==> src/rtl/audio_lj_stream.sv <==
// rtl/audio_lj_stream.sv - stereo left-justified codec master with capture/playback sample FIFOs
module audio_lj_stream #(
  parameter int DATA_WIDTH = 24,
  parameter int SLOT_WIDTH = 32,
  parameter int FIFO_DEPTH = 4
) (
  input  logic                  clk,
  input  logic                  rst_n,
  output logic                  BCLK,
  output logic                  ADCLRC,
  output logic                  DACLRC,
  input  logic                  ADCDAT,
  output logic                  DACDAT,
  input  logic                  loopback,
  output logic                  cap_valid,
  input  logic                  cap_ready,
  output logic [DATA_WIDTH-1:0] cap_left,
  output logic [DATA_WIDTH-1:0] cap_right,
  input  logic                  play_valid,
  output logic                  play_ready,
  input  logic [DATA_WIDTH-1:0] play_left,
  input  logic [DATA_WIDTH-1:0] play_right,
  input  logic                  clr_flags,
  output logic                  overflow,
  output logic                  underflow
);

  localparam int BW = $clog2(2 * SLOT_WIDTH);
  localparam int AW = $clog2(FIFO_DEPTH);
  localparam int FW = 2 * DATA_WIDTH;
  localparam logic [BW-1:0] B_LAST   = BW'(2 * SLOT_WIDTH - 1);
  localparam logic [BW-1:0] SW_B     = BW'(SLOT_WIDTH);
  localparam logic [BW-1:0] DW_B     = BW'(DATA_WIDTH);
  localparam logic [BW-1:0] CAP_LAST = BW'(SLOT_WIDTH + DATA_WIDTH - 1);
  localparam logic [BW-1:0] B_ONE    = BW'(1);
  localparam logic [AW:0]   P_ONE    = (AW + 1)'(1);

  // Bit clock / frame position state
  logic          bclk_q;
  logic          lrc_q;
  logic [BW-1:0] b_q;

  // Serial data paths
  logic                  dacdat_q;
  logic [DATA_WIDTH-1:0] dac_sh_q;
  logic [DATA_WIDTH-1:0] out_right_q;
  logic [DATA_WIDTH-1:0] adc_l_q;
  logic [DATA_WIDTH-1:0] adc_r_q;
  logic                  push_pend_q;

  // Control / status
  logic loopback_q;
  logic overflow_q;
  logic underflow_q;

  // FIFO storage (one entry = one stereo frame {left, right})
  logic [FW-1:0] cap_mem  [FIFO_DEPTH];
  logic [FW-1:0] play_mem [FIFO_DEPTH];
  logic [AW:0]   cap_wr_q, cap_rd_q;
  logic [AW:0]   play_wr_q, play_rd_q;

  // Frame position decode
  logic          rise, fall, frame_start;
  logic          cur_left, nxt_left;
  logic [BW-1:0] b_nxt, cur_k, nxt_k;

  assign rise        = ~bclk_q;
  assign fall        = bclk_q;
  assign b_nxt       = (b_q == B_LAST) ? '0 : b_q + B_ONE;
  assign cur_left    = (b_q < SW_B);
  assign cur_k       = cur_left ? b_q : b_q - SW_B;
  assign nxt_left    = (b_nxt < SW_B);
  assign nxt_k       = nxt_left ? b_nxt : b_nxt - SW_B;
  assign frame_start = fall & (b_q == B_LAST);

  // FIFO status
  logic          cap_empty, cap_full, play_empty, play_full;
  logic [FW-1:0] cap_head, play_head;

  assign cap_empty  = (cap_wr_q == cap_rd_q);
  assign cap_full   = (cap_wr_q[AW] != cap_rd_q[AW]) && (cap_wr_q[AW-1:0] == cap_rd_q[AW-1:0]);
  assign play_empty = (play_wr_q == play_rd_q);
  assign play_full  = (play_wr_q[AW] != play_rd_q[AW]) && (play_wr_q[AW-1:0] == play_rd_q[AW-1:0]);
  assign cap_head   = cap_mem[cap_rd_q[AW-1:0]];
  assign play_head  = play_mem[play_rd_q[AW-1:0]];

  // Transfer decisions; in loopback the external stream ports are closed
  logic                  lb_move, cap_pop, cap_push, cap_drop;
  logic                  play_push, play_pop, play_starve;
  logic [FW-1:0]         play_din;
  logic [DATA_WIDTH-1:0] frame_left, frame_right, dac_slot_word;

  assign lb_move     = loopback_q & ~cap_empty & ~play_full;
  assign cap_valid   = ~loopback_q & ~cap_empty;
  assign cap_pop     = (cap_valid & cap_ready) | lb_move;
  assign cap_push    = push_pend_q & (~cap_full | cap_pop);
  assign cap_drop    = push_pend_q & cap_full & ~cap_pop;
  assign play_ready  = ~loopback_q & ~play_full;
  assign play_push   = lb_move | (play_valid & play_ready);
  assign play_din    = lb_move ? cap_head : {play_left, play_right};
  assign play_pop    = frame_start & ~play_empty;
  assign play_starve = frame_start & play_empty;

  // An empty playback FIFO at frame start plays a silent frame
  assign frame_left    = play_empty ? '0 : play_head[FW-1:DATA_WIDTH];
  assign frame_right   = play_empty ? '0 : play_head[DATA_WIDTH-1:0];
  assign dac_slot_word = nxt_left ? frame_left : out_right_q;

  assign BCLK      = bclk_q;
  assign ADCLRC    = lrc_q;
  assign DACLRC    = lrc_q;
  assign DACDAT    = dacdat_q;
  assign cap_left  = cap_head[FW-1:DATA_WIDTH];
  assign cap_right = cap_head[DATA_WIDTH-1:0];
  assign overflow  = overflow_q;
  assign underflow = underflow_q;

  // Bit clock divider, frame counter and LR clock, all stepped on the falling bit clock
  always_ff @(posedge clk or negedge rst_n) begin
    if (!rst_n) begin
      bclk_q <= 1'b0;
      b_q    <= '0;
      lrc_q  <= 1'b1;
    end else begin
      bclk_q <= ~bclk_q;
      if (fall) begin
        b_q   <= b_nxt;
        lrc_q <= nxt_left;
      end
    end
  end

  // ADC deserialiser: sample on rising bit clock, request a push one clk after the last right bit
  always_ff @(posedge clk or negedge rst_n) begin
    if (!rst_n) begin
      adc_l_q     <= '0;
      adc_r_q     <= '0;
      push_pend_q <= 1'b0;
    end else begin
      push_pend_q <= rise & (b_q == CAP_LAST);
      if (rise && (cur_k < DW_B)) begin
        if (cur_left) adc_l_q <= {adc_l_q[DATA_WIDTH-2:0], ADCDAT};
        else          adc_r_q <= {adc_r_q[DATA_WIDTH-2:0], ADCDAT};
      end
    end
  end

  // DAC serialiser: load a slot word at slot start, shift MSB first, pad the slot tail with zeros
  always_ff @(posedge clk or negedge rst_n) begin
    if (!rst_n) begin
      dacdat_q    <= 1'b0;
      dac_sh_q    <= '0;
      out_right_q <= '0;
    end else if (fall) begin
      if (frame_start) out_right_q <= frame_right;
      if (nxt_k == '0) begin
        dacdat_q <= dac_slot_word[DATA_WIDTH-1];
        dac_sh_q <= {dac_slot_word[DATA_WIDTH-2:0], 1'b0};
      end else if (nxt_k < DW_B) begin
        dacdat_q <= dac_sh_q[DATA_WIDTH-1];
        dac_sh_q <= {dac_sh_q[DATA_WIDTH-2:0], 1'b0};
      end else begin
        dacdat_q <= 1'b0;
      end
    end
  end

  // Capture FIFO pointers
  always_ff @(posedge clk or negedge rst_n) begin
    if (!rst_n) begin
      cap_wr_q <= '0;
      cap_rd_q <= '0;
    end else begin
      if (cap_push) cap_wr_q <= cap_wr_q + P_ONE;
      if (cap_pop)  cap_rd_q <= cap_rd_q + P_ONE;
    end
  end

  // Capture FIFO storage
  always_ff @(posedge clk) begin
    if (cap_push) cap_mem[cap_wr_q[AW-1:0]] <= {adc_l_q, adc_r_q};
  end

  // Playback FIFO pointers
  always_ff @(posedge clk or negedge rst_n) begin
    if (!rst_n) begin
      play_wr_q <= '0;
      play_rd_q <= '0;
    end else begin
      if (play_push) play_wr_q <= play_wr_q + P_ONE;
      if (play_pop)  play_rd_q <= play_rd_q + P_ONE;
    end
  end

  // Playback FIFO storage
  always_ff @(posedge clk) begin
    if (play_push) play_mem[play_wr_q[AW-1:0]] <= play_din;
  end

  // Loopback mode latched at frame start; sticky flags where a set beats a clear
  always_ff @(posedge clk or negedge rst_n) begin
    if (!rst_n) begin
      loopback_q  <= 1'b0;
      overflow_q  <= 1'b0;
      underflow_q <= 1'b0;
    end else begin
      if (frame_start) loopback_q <= loopback;
      if (cap_drop)       overflow_q <= 1'b1;
      else if (clr_flags) overflow_q <= 1'b0;
      if (play_starve)    underflow_q <= 1'b1;
      else if (clr_flags) underflow_q <= 1'b0;
    end
  end

endmodule

==> config.mk <==
export PLATFORM = sky130hd
export DESIGN_NAME = audio_lj_stream
export DESIGN_NICKNAME = d
export VERILOG_FILES = /design/src/rtl/audio_lj_stream.sv
export SDC_FILE = /design/constraint.sdc
export NUM_CORES = 1
export LEC_CHECK = 0
export BUFFER_PORTS_ARGS = -buffer_cell sky130_fd_sc_hd__buf_2
export CORE_ASPECT_RATIO = 1.1
export CORE_MARGIN = 2
export CORE_UTILIZATION = 60
export CTS_CLUSTER_DIAMETER = 80
export DETAILED_ROUTE_END_ITERATION = 8
export HOLD_SLACK_MARGIN = 0.08
export PLACE_DENSITY = 0.86
export SLEW_MARGIN = 20
export SYNTH_ARGS = -nofsm -noshare
export SYNTH_HDL_FRONTEND = slang
export SYNTH_SLANG_ARGS = --single-unit
==> constraint.sdc <==
create_clock -name clk -period 4.5 [get_ports clk]
set_clock_uncertainty 0.15 [all_clocks]
set_input_delay 0.9 -clock clk [delete_from_list [all_inputs] [get_ports clk]]
set_output_delay 0.9 -clock clk [all_outputs]
set_load 0.02 [all_outputs]
==> results.sh <==
export IMPL_cts_buffer_depth=3
export IMPL_cp_slowest_stage_delay_ps=750
export IMPL_initial_antenna_violation_count=1
export IMPL_y_dimension_of_the_die_um=197.4
export IMPL_ctsHtreeMaxLevel=2
export IMPL_routed_via_density=6.577
export IMPL_utilization_pct=68.88
export IMPL_clock_tree_root_cell="sky130_fd_sc_hd__clkbuf_16"
export IMPL_dr_pass1_iterations=5
export IMPL_cts_num_sinks=504
export IMPL_numPlacedInstances=1631
export IMPL_finish_net_count=1314
export IMPL_syn_area_per_cell_um2=17.88
export IMPL_share_clk_of_total_power_pct=32.2
export IMPL_origin_of_the_worst_setup_path="cap_rd_q[0]"
export IMPL_critical_path_max_fanout=29
export IMPL_yosys_most_used_dff="sky130_fd_sc_hd__edfxtp_1"
export IMPL_post_route_drc_count=0
export IMPL_critical_path_required_ps=3450
export IMPL_final_seq_area_mm2=0.01455
export IMPL_wirelength_um=46610
export IMPL_critical_path_startpoint_type="flip-flop"
export IMPL_io_pin_count=111
export IMPL_wl_per_cell_um=27.12
export IMPL_status="finished, final reports clean"
export IMPL_cts_resized=0
export IMPL_regToRegSetupSlack_ps=950
export IMPL_cp_data_arrival_time_ps=2810
export IMPL_fin_setup_tns_ps=0
export IMPL_finalHoldViolCount=0
export IMPL_category_of_the_critical_setup_timing_path="reg -> out"
export IMPL_cts_setup_buffers=0
export IMPL_clkTransAtPathRegs_ps=60
export IMPL_die_area_mm2=0.03550
export IMPL_critical_path_cell_list="buf_4, mux4_2, buf_2"
export IMPL_via_count_of_the_first_global_routing_pass=11510
export IMPL_grt_first_pass_wirelength_um=71100
export IMPL_final_period_minus_worst_setup_slack_ps=3860
export IMPL_max_cap_violations=0
export IMPL_syn_cell_area_mm2=0.02040
export IMPL_start_util_pct=61.14
export IMPL_ant_nets=0
export IMPL_route_vias_total=11310
export IMPL_final_cell_count_no_fill=1719
export IMPL_switching_fraction_pct=27.35
export IMPL_die_width_um=179.8
export IMPL_final_design_area_no_fill_mm2=0.02298
export IMPL_worstSetupEndpoint="cap_right[11]"
export IMPL_number_of_distinct_library_cells_after_synthesis=56
export IMPL_grt_setup_unrepaired="false"
export IMPL_tritoncts="done"
export IMPL_max_slew_worst_pin_slew_ps=1020
export IMPL_postSynthRegisterBits=504
export IMPL_dp_hpwl_um=26670
export IMPL_slowest_cell_on_crit_path="sky130_fd_sc_hd__dfrtp_4"
export IMPL_hp_class="in -> async"
export IMPL_final_setup_viol_count=0
export IMPL_power_switching_mw=3.451
export IMPL_globalRouteOverflowTotal=0
export IMPL_synth_seq_area_share_pct=71.24
export IMPL_pin_count_of_the_biggest_net_entering_global_routing=70
export IMPL_timing_fmax_ghz=0.2591
export IMPL_design_core_area_mm2=0.03337
export IMPL_combinationalPowerShare_pct=19.1
export IMPL_cp_end_kind="primary output"
export IMPL_power_per_cell_area_mw_per_mm2=548.9
export IMPL_drive_gt1_share_pct=32.81
export IMPL_finalCritPeriodShare_pct=85.77
export IMPL_critical_path_reg2reg_startpoint="b_q[4]"
export IMPL_reg2reg_to="dac_sh_q[22]"
export IMPL_count_of_flip_flops_with_a_built_in_enable_after_synthesis=384
export IMPL_max_slew_margin_rel_pct=32.01
export IMPL_power_sequential_fraction_pct=48.7
export IMPL_num_fill_cells=1890
export IMPL_multi_input_comb_area_mm2=0.005405
export IMPL_cts_buffers_inserted=46
export IMPL_synth_yosys_warnings=0
export IMPL_port_buffers=110
export IMPL_synthesis_instances=1141
export IMPL_grt_util_all_layers_pct=26.78
export IMPL_syn_nets=1207
export IMPL_hold_ws_ps=262.4
export IMPL_detail_route_iter0_violations=1209
export IMPL_static_leakage_power_nw=8.654
export IMPL_areaGrowthSynthToFinish_pct=12.66
export IMPL_async_flop_share_pct=23.81
export IMPL_worstRegToRegCells=5
export IMPL_final_max_tran_viols=0
export IMPL_globalplace_congestion=0.8444
export IMPL_cell_area_after_placement_mm2=0.02139
export IMPL_fp_row_count=70
export IMPL_intPower_mw=9.166
export IMPL_post_cts_hold_buffer_count=0
export IMPL_insertion_delay_ps=560
export IMPL_irDropWorstVdd_uv=367.0
[stage by stage]
step	power, mW	worst slack [ps]
finish	12.62	640.2
global route	12.99	484.7
CTS	12.63	582.2
detailed placement	8.551	1072
global placement	8.440	1187
floorplan	7.698	1350
[metal layers]
layer	wire length (um)	track usage [%]	vias up
li1	-	-	4701
met1	17250	34.88	5847
met2	24340	45.74	618
met3	3314	4.259	140
met4	1699	10.96	0
met5	0	0	-
[cells by family (layout without fill, tap and decap cells)]
kind of cell	count (synthesis)	after routing	share of synthesized area, %
simple gates	144	144	3.447
mux	197	197	16.17
compound gates	159	159	5.421
other cells	0	1	0
flops	504	504	71.24
fa+ha+maj	11	11	0.6746
buf+inv	110	255	2.355
xor+xnor	16	16	0.6869
[flip-flops by register name (all words and copies together) (netlist names), 6 cells and up]
signal and flops:
adc_l_q 24, adc_r_q 24, b_q 6, cap_mem 192, dac_sh_q 23, out_right_q 24, play_mem 192
[cells in the final DEF, fill, tap and decap left out, types with 5 or more instances in the layout]
cell type                   instances
sky130_fd_sc_hd__a21o_1            21
sky130_fd_sc_hd__a21oi_1           46
sky130_fd_sc_hd__a311oi_1          21
sky130_fd_sc_hd__and2_2             8
sky130_fd_sc_hd__buf_2            109
sky130_fd_sc_hd__buf_4             23
sky130_fd_sc_hd__bufinv_16          6
sky130_fd_sc_hd__clkbuf_1          15
sky130_fd_sc_hd__clkbuf_16         49
sky130_fd_sc_hd__clkinv_2           7
sky130_fd_sc_hd__dfrtp_1          115
sky130_fd_sc_hd__edfxtp_1         384
sky130_fd_sc_hd__ha_1              11
sky130_fd_sc_hd__inv_1             32
sky130_fd_sc_hd__mux2_1             7
sky130_fd_sc_hd__mux2_2            94
sky130_fd_sc_hd__mux4_2            96
sky130_fd_sc_hd__nand2_1           58
sky130_fd_sc_hd__nand3_1            5
sky130_fd_sc_hd__nand4_1           23
sky130_fd_sc_hd__nor2_1            28
sky130_fd_sc_hd__o21ai_0           28
sky130_fd_sc_hd__o2bb2ai_1         21
sky130_fd_sc_hd__xnor2_1            9
sky130_fd_sc_hd__xor2_1             7
[area by class of cell]
cell class / count / area share, %
inverter: 33 / 0.5389
clock inverter: 19 / 1.105
clock buffer: 67 / 5.759
sequential: 504 / 63.28
multi-input combinational: 527 / 23.52
tap: 432 / 2.352
antenna: 1 / 0.01089
timing repair buffer: 136 / 3.435
[worst min-delay path by stage]
stage	startpoint	to
after CTS	rst_n	adc_r_q[16]
after detailed placement	dac_sh_q[4]	dac_sh_q[4]
after global placement	dac_sh_q[21]	dac_sh_q[21]
after floorplan	dac_sh_q[21]	dac_sh_q[21]
final	rst_n	adc_r_q[17]
after global routing	rst_n	adc_r_q[19]
[cell usage after synthesis, drive strengths merged (2+ instances only)]
master   count  area share, %
clkbuf      41           0.75
and3         3          0.092
o31ai        3           0.18
mux2       101            5.6
xor2         7           0.30
nor2        29           0.53
nand4       23           0.71
xnor2        9           0.39
nor3b        2           0.12
o221ai       2           0.12
ha          11           0.67
nand2       59            1.1
a21oi       46            1.1
nand3        5           0.12
a21o        21           0.77
a21boi       3           0.11
nor2b        2          0.061
a31oi        3          0.092
a221oi       2           0.15
buf         36           0.99
inv         33           0.61
o2bb2ai     21           0.90
nand2b       3          0.092
and2        11           0.35
edfxtp     384             57
a311oi      21           0.90
dfrtp      119             15
mux4        96             11
o21ai       29           0.71
[power by group through the flow]
stage | logic (mW) | registers, mW | clock network [mW]
after detailed placement | 2.34 | 6.21 | 0
after CTS | 2.40 | 6.14 | 4.09
after global placement | 2.29 | 6.15 | 0
after global routing | 2.55 | 6.19 | 4.25
final | 2.41 | 6.14 | 4.07
after floorplan | 1.62 | 6.08 | 0
[worst max-delay path, delay by kind of cell, from the launching register on]
family | cells | cell delay [ps]
buffers and inverters | 2 | 810
flip-flops | 1 | 750
multiplexers | 1 | 650
Note: power is estimated with default switching activity, not from simulation.
